==> config.mk <==
export PLATFORM = sky130hd
export DESIGN_NAME = alu_seq_unit_flat
export DESIGN_NICKNAME = d
export VERILOG_FILES = /design/src/rtl/alu_pkg.sv /design/src/rtl/alu_seq_unit_if.sv /design/src/rtl/alu_seq_mul.sv /design/src/rtl/alu_seq_unit.sv /design/src/flat_wrapper.sv
export SDC_FILE = /design/constraint.sdc
export NUM_CORES = 1
export LEC_CHECK = 0
export CORE_ASPECT_RATIO = 1.4
export CORE_MARGIN = 1
export CORE_UTILIZATION = 40
export DETAILED_ROUTE_END_ITERATION = 12
export GPL_ROUTABILITY_DRIVEN = 0
export PLACE_DENSITY = 0.59
export SYNTH_ARGS = -nofsm -noshare
export SYNTH_HDL_FRONTEND = slang
export SYNTH_SLANG_ARGS = --single-unit
==> constraint.sdc <==
create_clock -name clk -period 4.35 [get_ports clk]
set_input_delay 1.0875 -clock clk [delete_from_list [all_inputs] [get_ports clk]]
set_output_delay 1.0875 -clock clk [all_outputs]
set_load 0.02 [all_outputs]
==> src/rtl/alu_pkg.sv <==
// Shared opcode map and FSM encoding for the alu family.
// Used by alu, alu_seq_unit and their benches.
package alu_pkg;

    localparam logic [3:0] OP_PASS = 4'd0;
    localparam logic [3:0] OP_ADD  = 4'd1;
    localparam logic [3:0] OP_SUB  = 4'd2;
    localparam logic [3:0] OP_MUL  = 4'd3;
    localparam logic [3:0] OP_AND  = 4'd4;
    localparam logic [3:0] OP_NAND = 4'd5;
    localparam logic [3:0] OP_OR   = 4'd6;
    localparam logic [3:0] OP_NOR  = 4'd7;
    localparam logic [3:0] OP_XOR  = 4'd8;
    localparam logic [3:0] OP_XNOR = 4'd9;
    localparam logic [3:0] OP_SHR  = 4'd10;
    localparam logic [3:0] OP_SHL  = 4'd11;

    localparam logic [3:0] OP_RSVD_LO = 4'd12;

    typedef enum logic [1:0] {
        ST_IDLE = 2'd0,
        ST_MUL  = 2'd1,
        ST_RESP = 2'd2
    } state_e;

    function automatic logic is_reserved(input logic [3:0] op);
        return op >= OP_RSVD_LO;
    endfunction

endpackage

==> src/rtl/alu_seq_unit_if.sv <==
// Request/response valid-ready channels of alu_seq_unit.
// master = op issuer, slave = the ALU unit.
interface alu_seq_unit_if #(
    parameter int WIDTH = 4
);

    logic             req_valid;
    logic             req_ready;
    logic [WIDTH-1:0] req_x;
    logic [WIDTH-1:0] req_y;
    logic [3:0]       req_op;
    logic             rsp_valid;
    logic             rsp_ready;
    logic [WIDTH-1:0] rsp_out;
    logic             rsp_cout;
    logic             rsp_err;

    modport master (
        output req_valid, req_x, req_y, req_op, rsp_ready,
        input  req_ready, rsp_valid, rsp_out, rsp_cout, rsp_err
    );

    modport slave (
        input  req_valid, req_x, req_y, req_op, rsp_ready,
        output req_ready, rsp_valid, rsp_out, rsp_cout, rsp_err
    );

endinterface

==> src/rtl/alu_seq_mul.sv <==
// Iterative shift-add multiplier, one partial product per cycle.
// done is high during the last step; product is the final value then.
module alu_seq_mul #(
    parameter int WIDTH = 4
) (
    input  logic               clk,
    input  logic               rst,
    input  logic               start,
    input  logic [WIDTH-1:0]   a,
    input  logic [WIDTH-1:0]   b,
    output logic               done,
    output logic [2*WIDTH-1:0] product
);

    localparam int CW = $clog2(WIDTH + 1);

    logic [2*WIDTH-1:0] acc_q, acc_d;
    logic [2*WIDTH-1:0] mcand_q, mcand_d;
    logic [WIDTH-1:0]   mplier_q, mplier_d;
    logic [CW-1:0]      cnt_q, cnt_d;
    logic [2*WIDTH-1:0] acc_nxt;

    assign acc_nxt = acc_q + (mplier_q[0] ? mcand_q : '0);

    always_comb begin
        acc_d    = acc_q;
        mcand_d  = mcand_q;
        mplier_d = mplier_q;
        cnt_d    = cnt_q;
        if (start) begin
            acc_d    = '0;
            mcand_d  = {{WIDTH{1'b0}}, a};
            mplier_d = b;
            cnt_d    = CW'(WIDTH);
        end else if (cnt_q != '0) begin
            acc_d    = acc_nxt;
            mcand_d  = mcand_q << 1;
            mplier_d = mplier_q >> 1;
            cnt_d    = cnt_q - CW'(1);
        end
    end

    always_ff @(posedge clk) begin
        if (rst) begin
            acc_q    <= '0;
            mcand_q  <= '0;
            mplier_q <= '0;
            cnt_q    <= '0;
        end else begin
            acc_q    <= acc_d;
            mcand_q  <= mcand_d;
            mplier_q <= mplier_d;
            cnt_q    <= cnt_d;
        end
    end

    // Expose the step result so the last step and RESP share one edge.
    assign done    = (cnt_q == CW'(1));
    assign product = acc_nxt;

endmodule

==> src/rtl/alu_seq_unit.sv <==
// Handshaked sequential ALU with iterative multiply.
// Define ALU_SEQ_FAST_MUL_EN for a single-cycle combinational multiply.
module alu_seq_unit #(
    parameter int WIDTH = 4,
    parameter int SHAMT = 2
) (
    input  logic clk,
    input  logic rst,
    alu_seq_unit_if.slave bus
);

    import alu_pkg::*;

    state_e state_q, state_d;

    logic [WIDTH-1:0]   out_q, out_d;
    logic               cout_q, cout_d;
    logic               err_q, err_d;

    logic               accept;
    logic               go_mul;
    logic               mul_done;
    logic [2*WIDTH-1:0] prod;

    logic [WIDTH:0]     sum;
    logic [WIDTH:0]     diff;
    logic [WIDTH-1:0]   x, y;
    logic [WIDTH-1:0]   ev_out;
    logic               ev_cout;
    logic               ev_err;

    assign x      = bus.req_x;
    assign y      = bus.req_y;
    assign accept = (state_q == ST_IDLE) && bus.req_valid;

`ifdef ALU_SEQ_FAST_MUL_EN
    assign prod     = {{WIDTH{1'b0}}, x} * {{WIDTH{1'b0}}, y};
    assign mul_done = 1'b0;
    assign go_mul   = 1'b0;
`else
    assign go_mul = (bus.req_op == OP_MUL);

    alu_seq_mul #(
        .WIDTH(WIDTH)
    ) u_mul (
        .clk    (clk),
        .rst    (rst),
        .start  (accept && go_mul),
        .a      (x),
        .b      (y),
        .done   (mul_done),
        .product(prod)
    );
`endif

    assign sum  = {1'b0, x} + {1'b0, y};
    assign diff = {1'b0, x} - {1'b0, y};

    always_comb begin
        ev_out  = '0;
        ev_cout = 1'b0;
        ev_err  = 1'b0;
        if (is_reserved(bus.req_op)) begin
            ev_err = 1'b1;
        end else begin
            unique case (bus.req_op)
                OP_PASS: ev_out = x;
                OP_ADD: begin
                    ev_out  = sum[WIDTH-1:0];
                    ev_cout = sum[WIDTH];
                end
                OP_SUB: begin
                    ev_out  = diff[WIDTH-1:0];
                    ev_cout = (x < y);
                end
                OP_MUL: begin
                    ev_out  = prod[WIDTH-1:0];
                    ev_cout = |prod[2*WIDTH-1:WIDTH];
                end
                OP_AND:  ev_out = x & y;
                OP_NAND: ev_out = ~(x & y);
                OP_OR:   ev_out = x | y;
                OP_NOR:  ev_out = ~(x | y);
                OP_XOR:  ev_out = x ^ y;
                OP_XNOR: ev_out = ~(x ^ y);
                OP_SHR: begin
                    ev_out  = x >> SHAMT;
                    ev_cout = |x[SHAMT-1:0];
                end
                OP_SHL: begin
                    ev_out  = x << SHAMT;
                    ev_cout = |x[WIDTH-1:WIDTH-SHAMT];
                end
                default: ev_err = 1'b1;
            endcase
        end
    end

    always_ff @(posedge clk) begin
        if (rst) begin
            state_q <= ST_IDLE;
            out_q   <= '0;
            cout_q  <= 1'b0;
            err_q   <= 1'b0;
        end else begin
            state_q <= state_d;
            out_q   <= out_d;
            cout_q  <= cout_d;
            err_q   <= err_d;
        end
    end

    always_comb begin
        state_d = state_q;
        unique case (state_q)
            ST_IDLE: begin
                if (accept) state_d = go_mul ? ST_MUL : ST_RESP;
            end
            ST_MUL: begin
                if (mul_done) state_d = ST_RESP;
            end
            ST_RESP: begin
                if (bus.rsp_ready) state_d = ST_IDLE;
            end
            default: state_d = ST_IDLE;
        endcase
    end

    // Result registers only change on accept or multiply completion.
    always_comb begin
        out_d  = out_q;
        cout_d = cout_q;
        err_d  = err_q;
        if (accept && !go_mul) begin
            out_d  = ev_out;
            cout_d = ev_cout;
            err_d  = ev_err;
        end else if ((state_q == ST_MUL) && mul_done) begin
            out_d  = prod[WIDTH-1:0];
            cout_d = |prod[2*WIDTH-1:WIDTH];
            err_d  = 1'b0;
        end
    end

    always_comb begin
        bus.req_ready = (state_q == ST_IDLE);
        bus.rsp_valid = (state_q == ST_RESP);
        bus.rsp_out   = out_q;
        bus.rsp_cout  = cout_q;
        bus.rsp_err   = err_q;
    end

endmodule

==> src/flat_wrapper.sv <==
// flat-port wrapper written by rule: the top's interface ports become plain ports
module alu_seq_unit_flat import alu_pkg::*;
#(
    parameter int WIDTH = 4,
    parameter int SHAMT = 2
)
  (clk, rst, bus_req_valid, bus_req_x, bus_req_y, bus_req_op, bus_rsp_ready, bus_req_ready, bus_rsp_valid, bus_rsp_out, bus_rsp_cout, bus_rsp_err);
  alu_seq_unit_if #(.WIDTH(WIDTH)) bus_i ();
  input  logic clk;
  input  logic rst;
  input wire logic [$bits(bus_i.req_valid)-1:0] bus_req_valid;
  input wire logic [$bits(bus_i.req_x)-1:0] bus_req_x;
  input wire logic [$bits(bus_i.req_y)-1:0] bus_req_y;
  input wire logic [$bits(bus_i.req_op)-1:0] bus_req_op;
  input wire logic [$bits(bus_i.rsp_ready)-1:0] bus_rsp_ready;
  output wire logic [$bits(bus_i.req_ready)-1:0] bus_req_ready;
  output wire logic [$bits(bus_i.rsp_valid)-1:0] bus_rsp_valid;
  output wire logic [$bits(bus_i.rsp_out)-1:0] bus_rsp_out;
  output wire logic [$bits(bus_i.rsp_cout)-1:0] bus_rsp_cout;
  output wire logic [$bits(bus_i.rsp_err)-1:0] bus_rsp_err;
  assign bus_i.req_valid = bus_req_valid;
  assign bus_i.req_x = bus_req_x;
  assign bus_i.req_y = bus_req_y;
  assign bus_i.req_op = bus_req_op;
  assign bus_i.rsp_ready = bus_rsp_ready;
  assign bus_req_ready = bus_i.req_ready;
  assign bus_rsp_valid = bus_i.rsp_valid;
  assign bus_rsp_out = bus_i.rsp_out;
  assign bus_rsp_cout = bus_i.rsp_cout;
  assign bus_rsp_err = bus_i.rsp_err;
  alu_seq_unit #(.WIDTH(WIDTH), .SHAMT(SHAMT)) u_core (.clk(clk), .rst(rst), .bus(bus_i));
endmodule
==> out/results.tsv <==
metric	value	unit
Avg Synthesized Cell Area	7.75	µm²
IO Count	24	
largest net degree at the start of global routing	23	
global route overflow	0	
CTS Buffer Depth	2	
most frequent cell after synthesis	nand2_1	
Area contributors post-synth	dfxtp_1 (25%), ha_1 (11%), nand2_1 (6.6%)	
CP max stage cell	clkdlybuf4s50_1	
# DRC	0	
RSZ-0062 raised after global routing	false	
placed cell area	2720	µm²
die area	6440	µm²
most common flop cell mapped by yosys	dfxtp_1	
vias after detailed routing	2286	
Root Buffer	clkbuf_8	
worst-path cell chain	clkdlybuf4s50_1 > inv_1 > ha_1 > fa_1 > o31ai_1 > a22oi_1 > o21ai_0 > nor3_1 > a211oi_1	
gr usage total	22.0	%
I/O Buffers	23	
n_diodes	0	
area leader, netlist	dfxtp_1	
vias per inst	5.66	
post-CTS sizing	0	
number of global-route vias before repair	2236	
max frequency	0.317	GHz
Clock Power Share	23.8	%
sw frac	38.4	%
Top delay family on crit path	compound AO/OA/AOI/OAI gates	
CTS buffer count	5	
worst hold path depth	2	
wire length per cell	16.0	µm
cts hold-fix bufs	0	
Nets	374	
Starting Density	41.8	%
HP Class	reg2reg	
Hold Vio Cnt, Final	0	
number of synthesized flops with an enable pin	0	
fill count	598	
Post-Synthesis Net Count	357	
# rows	33	
Int Pwr	0.000557	W
Final setup violation count	0	
Synth Register Bits	31	
warnings from Yosys	0	
total setup buffers inserted after CTS	0	
Final Core Density	47.7	%
hpwl dp	4.95	mm
Synth top area share	25.3	%
Clock Pin Slew Worst Setup and Hold Paths	0.06	ns
P_sw	0.000348	W
initial DRC count	124	
sequential-to-total area share from yosys stat	25.3	%
area of the core	5860	µm²
Max-Cap Viols	0	
crit-path max cell delay	0.59	ns
die width	68.1	µm
Worst R2R Path Depth	9	
Synth Instances	316	
layout cells sized above 1	4.19	%
Bufs and invs on worst path	2	
Logic pwr share	39.2	%
Post-synth ARST share	0	%
LEAKAGE	1.11	nW
final setup TNS	0	ns
Cell Pwr Density	323	nW/µm²
sequential share of power	37.0	%
fin crit share	72.6	%
area of the multi-input gates	1680	µm²
Least-Margin Pin Slew	0.856	ns
CP Max Fanout	6	
synthesis-to-layout area growth	14.2	%
Crit. End Element	flop	
final WL	6.45	mm
Slew HR	42.9	%
Arr. time, crit path	3.35	ns
WP depth	9	
Worst EP required	4.54	ns
CTS tree	built	
Peak supply drop	145	µV
Max Slew Vio Count	0	
clock tree sinks	31	
router iterations before antenna repair	4	
Design Area, Final	2800	µm²
fin crit period	3.16	ns
initial antenna violation count	0	
Distinct cells, synth	47	
Synth Cell Area	2450	µm²
Final ANT Viol Nets	0	
status	finished clean	
DIE HEIGHT	94.6	µm
clk_lat worst skew	0.28	ns
register area	621	µm²
Critical Path Start Type	input port	
first-pass GRT wire length	10.6	mm
number of H-tree levels	2	
top cells by count, synth	nand2_1 (43), dfxtp_1 (31), a21oi_1 (28)	
Critical Setup Path Class	in2reg	
final setup skew	0.00500	ns
power by group through the flow:
stage / clock (W) / sequential [W] / combinational (W)
3_3_place_gp: 0 / 0.000341 / 0.000356
6_report: 0.000215 / 0.000335 / 0.000355
2_1_floorplan: 0 / 0.000342 / 0.000249
3_5_place_dp: 0 / 0.000341 / 0.000358
5_1_grt: 0.000233 / 0.000340 / 0.000398
4_1_cts: 0.000222 / 0.000335 / 0.000360
metal layers:
metal,global-route usage (%),up-vias,share of wire [%]
met4,13.9,0,5.2
li1,-,1142,-
met1,24.3,1051,41
met2,38.2,72,50
met5,0,-,0
met3,2.66,21,3.7
sequential cells by signal, summed over array words and instances (netlist names):
name	flops
u_core.u_mul.acc_q	8
u_core.u_mul.mplier_q	4
u_core.bus.rsp_out	4
u_core.u_mul.cnt_q	3
u_core.state_q	2
u_core.u_mul.mcand_q	8
u_core.bus.rsp_cout	1
u_core.bus.rsp_err	1
per-stage QoR:
step / hold slack [ns] / power [W] / cells / setup WS (ns)
CTS: 0.457 / 0.000917 / 404 / 1.20
global route: 0.481 / 0.000971 / 404 / 1.01
floorplan: 0.432 / 0.000591 / 316 / 1.75
detailed placement: 0.448 / 0.000699 / 396 / 0.936
finish: 0.450 / 0.000905 / 404 / 1.19
global placement: 0.441 / 0.000696 / 396 / 0.925
layout by cell type, fill, tap and decap left out, types with 3 or more instances in the layout:
cell / instances
clkdlybuf4s50_1: 23
nor2b_1: 9
ha_1: 22
nor3_1: 9
and2_1: 8
nand2b_1: 12
dfxtp_1: 31
a22oi_1: 3
buf_4: 6
nand2_1: 43
a311oi_1: 7
xnor2_1: 10
a211oi_1: 7
clkbuf_8: 5
xor2_1: 5
nand3_1: 11
inv_1: 14
o21ai_0: 9
nor2_1: 23
o211ai_1: 5
mux2i_1: 5
a21o_1: 4
a21oi_1: 28
fa_1: 3
worst paths after layout:
kind	end	from	slack [ns]
worst min-delay path	u_core.u_mul.mcand_q[7]$_SDFFE_PP0P_	u_core.u_mul.mcand_q[7]$_SDFFE_PP0P_	0.45
worst min register to register	u_core.u_mul.mcand_q[7]$_SDFFE_PP0P_	u_core.u_mul.mcand_q[7]$_SDFFE_PP0P_	0.45
worst max-delay path	u_core.bus.rsp_out[1]$_SDFFE_PP0P_	bus_req_x[0]	1.19
worst max register to register	u_core.bus.rsp_cout$_SDFFE_PP0P_	u_core.u_mul.mplier_q[0]$_SDFFE_PP0P_	1.84
area by class of cell:
| class | instances | area share, % |
|---|---|---|
| tap | 70 | 3.13 |
| clock inverter | 1 | 0.179 |
| clock buffer | 7 | 2.73 |
| inverter | 14 | 1.88 |
| multi-input combinational | 252 | 60.0 |
| timing repair buffer | 29 | 9.84 |
| sequential | 31 | 22.2 |
kinds of logic (layout without fill, tap and decap cells):
group | after synthesis | count (layout) | share of synthesized area (%)
AND/OR/NAND/NOR | 125 | 125 | 24.7
AO/OA/AOI/OAI | 81 | 81 | 22.2
buffers and inverters | 33 | 51 | 6.08
flip-flops | 31 | 31 | 25.3
adder cells (fa/ha/maj) | 25 | 25 | 13.7
XOR/XNOR | 15 | 15 | 5.37
multiplexers | 6 | 6 | 2.66
worst reg2reg max path: stages, from the launching register on:
cell and delay (ns):
dfxtp_1 0.39, and2_1 0.21, ha_1 0.23, fa_1 0.44
a211oi_1 0.24, o21bai_1 0.12, a21oi_1 0.18, xnor2_1 0.11
nor4b_1 0.38, a311oi_1 0.09
(Power assumes the default switching activity.)
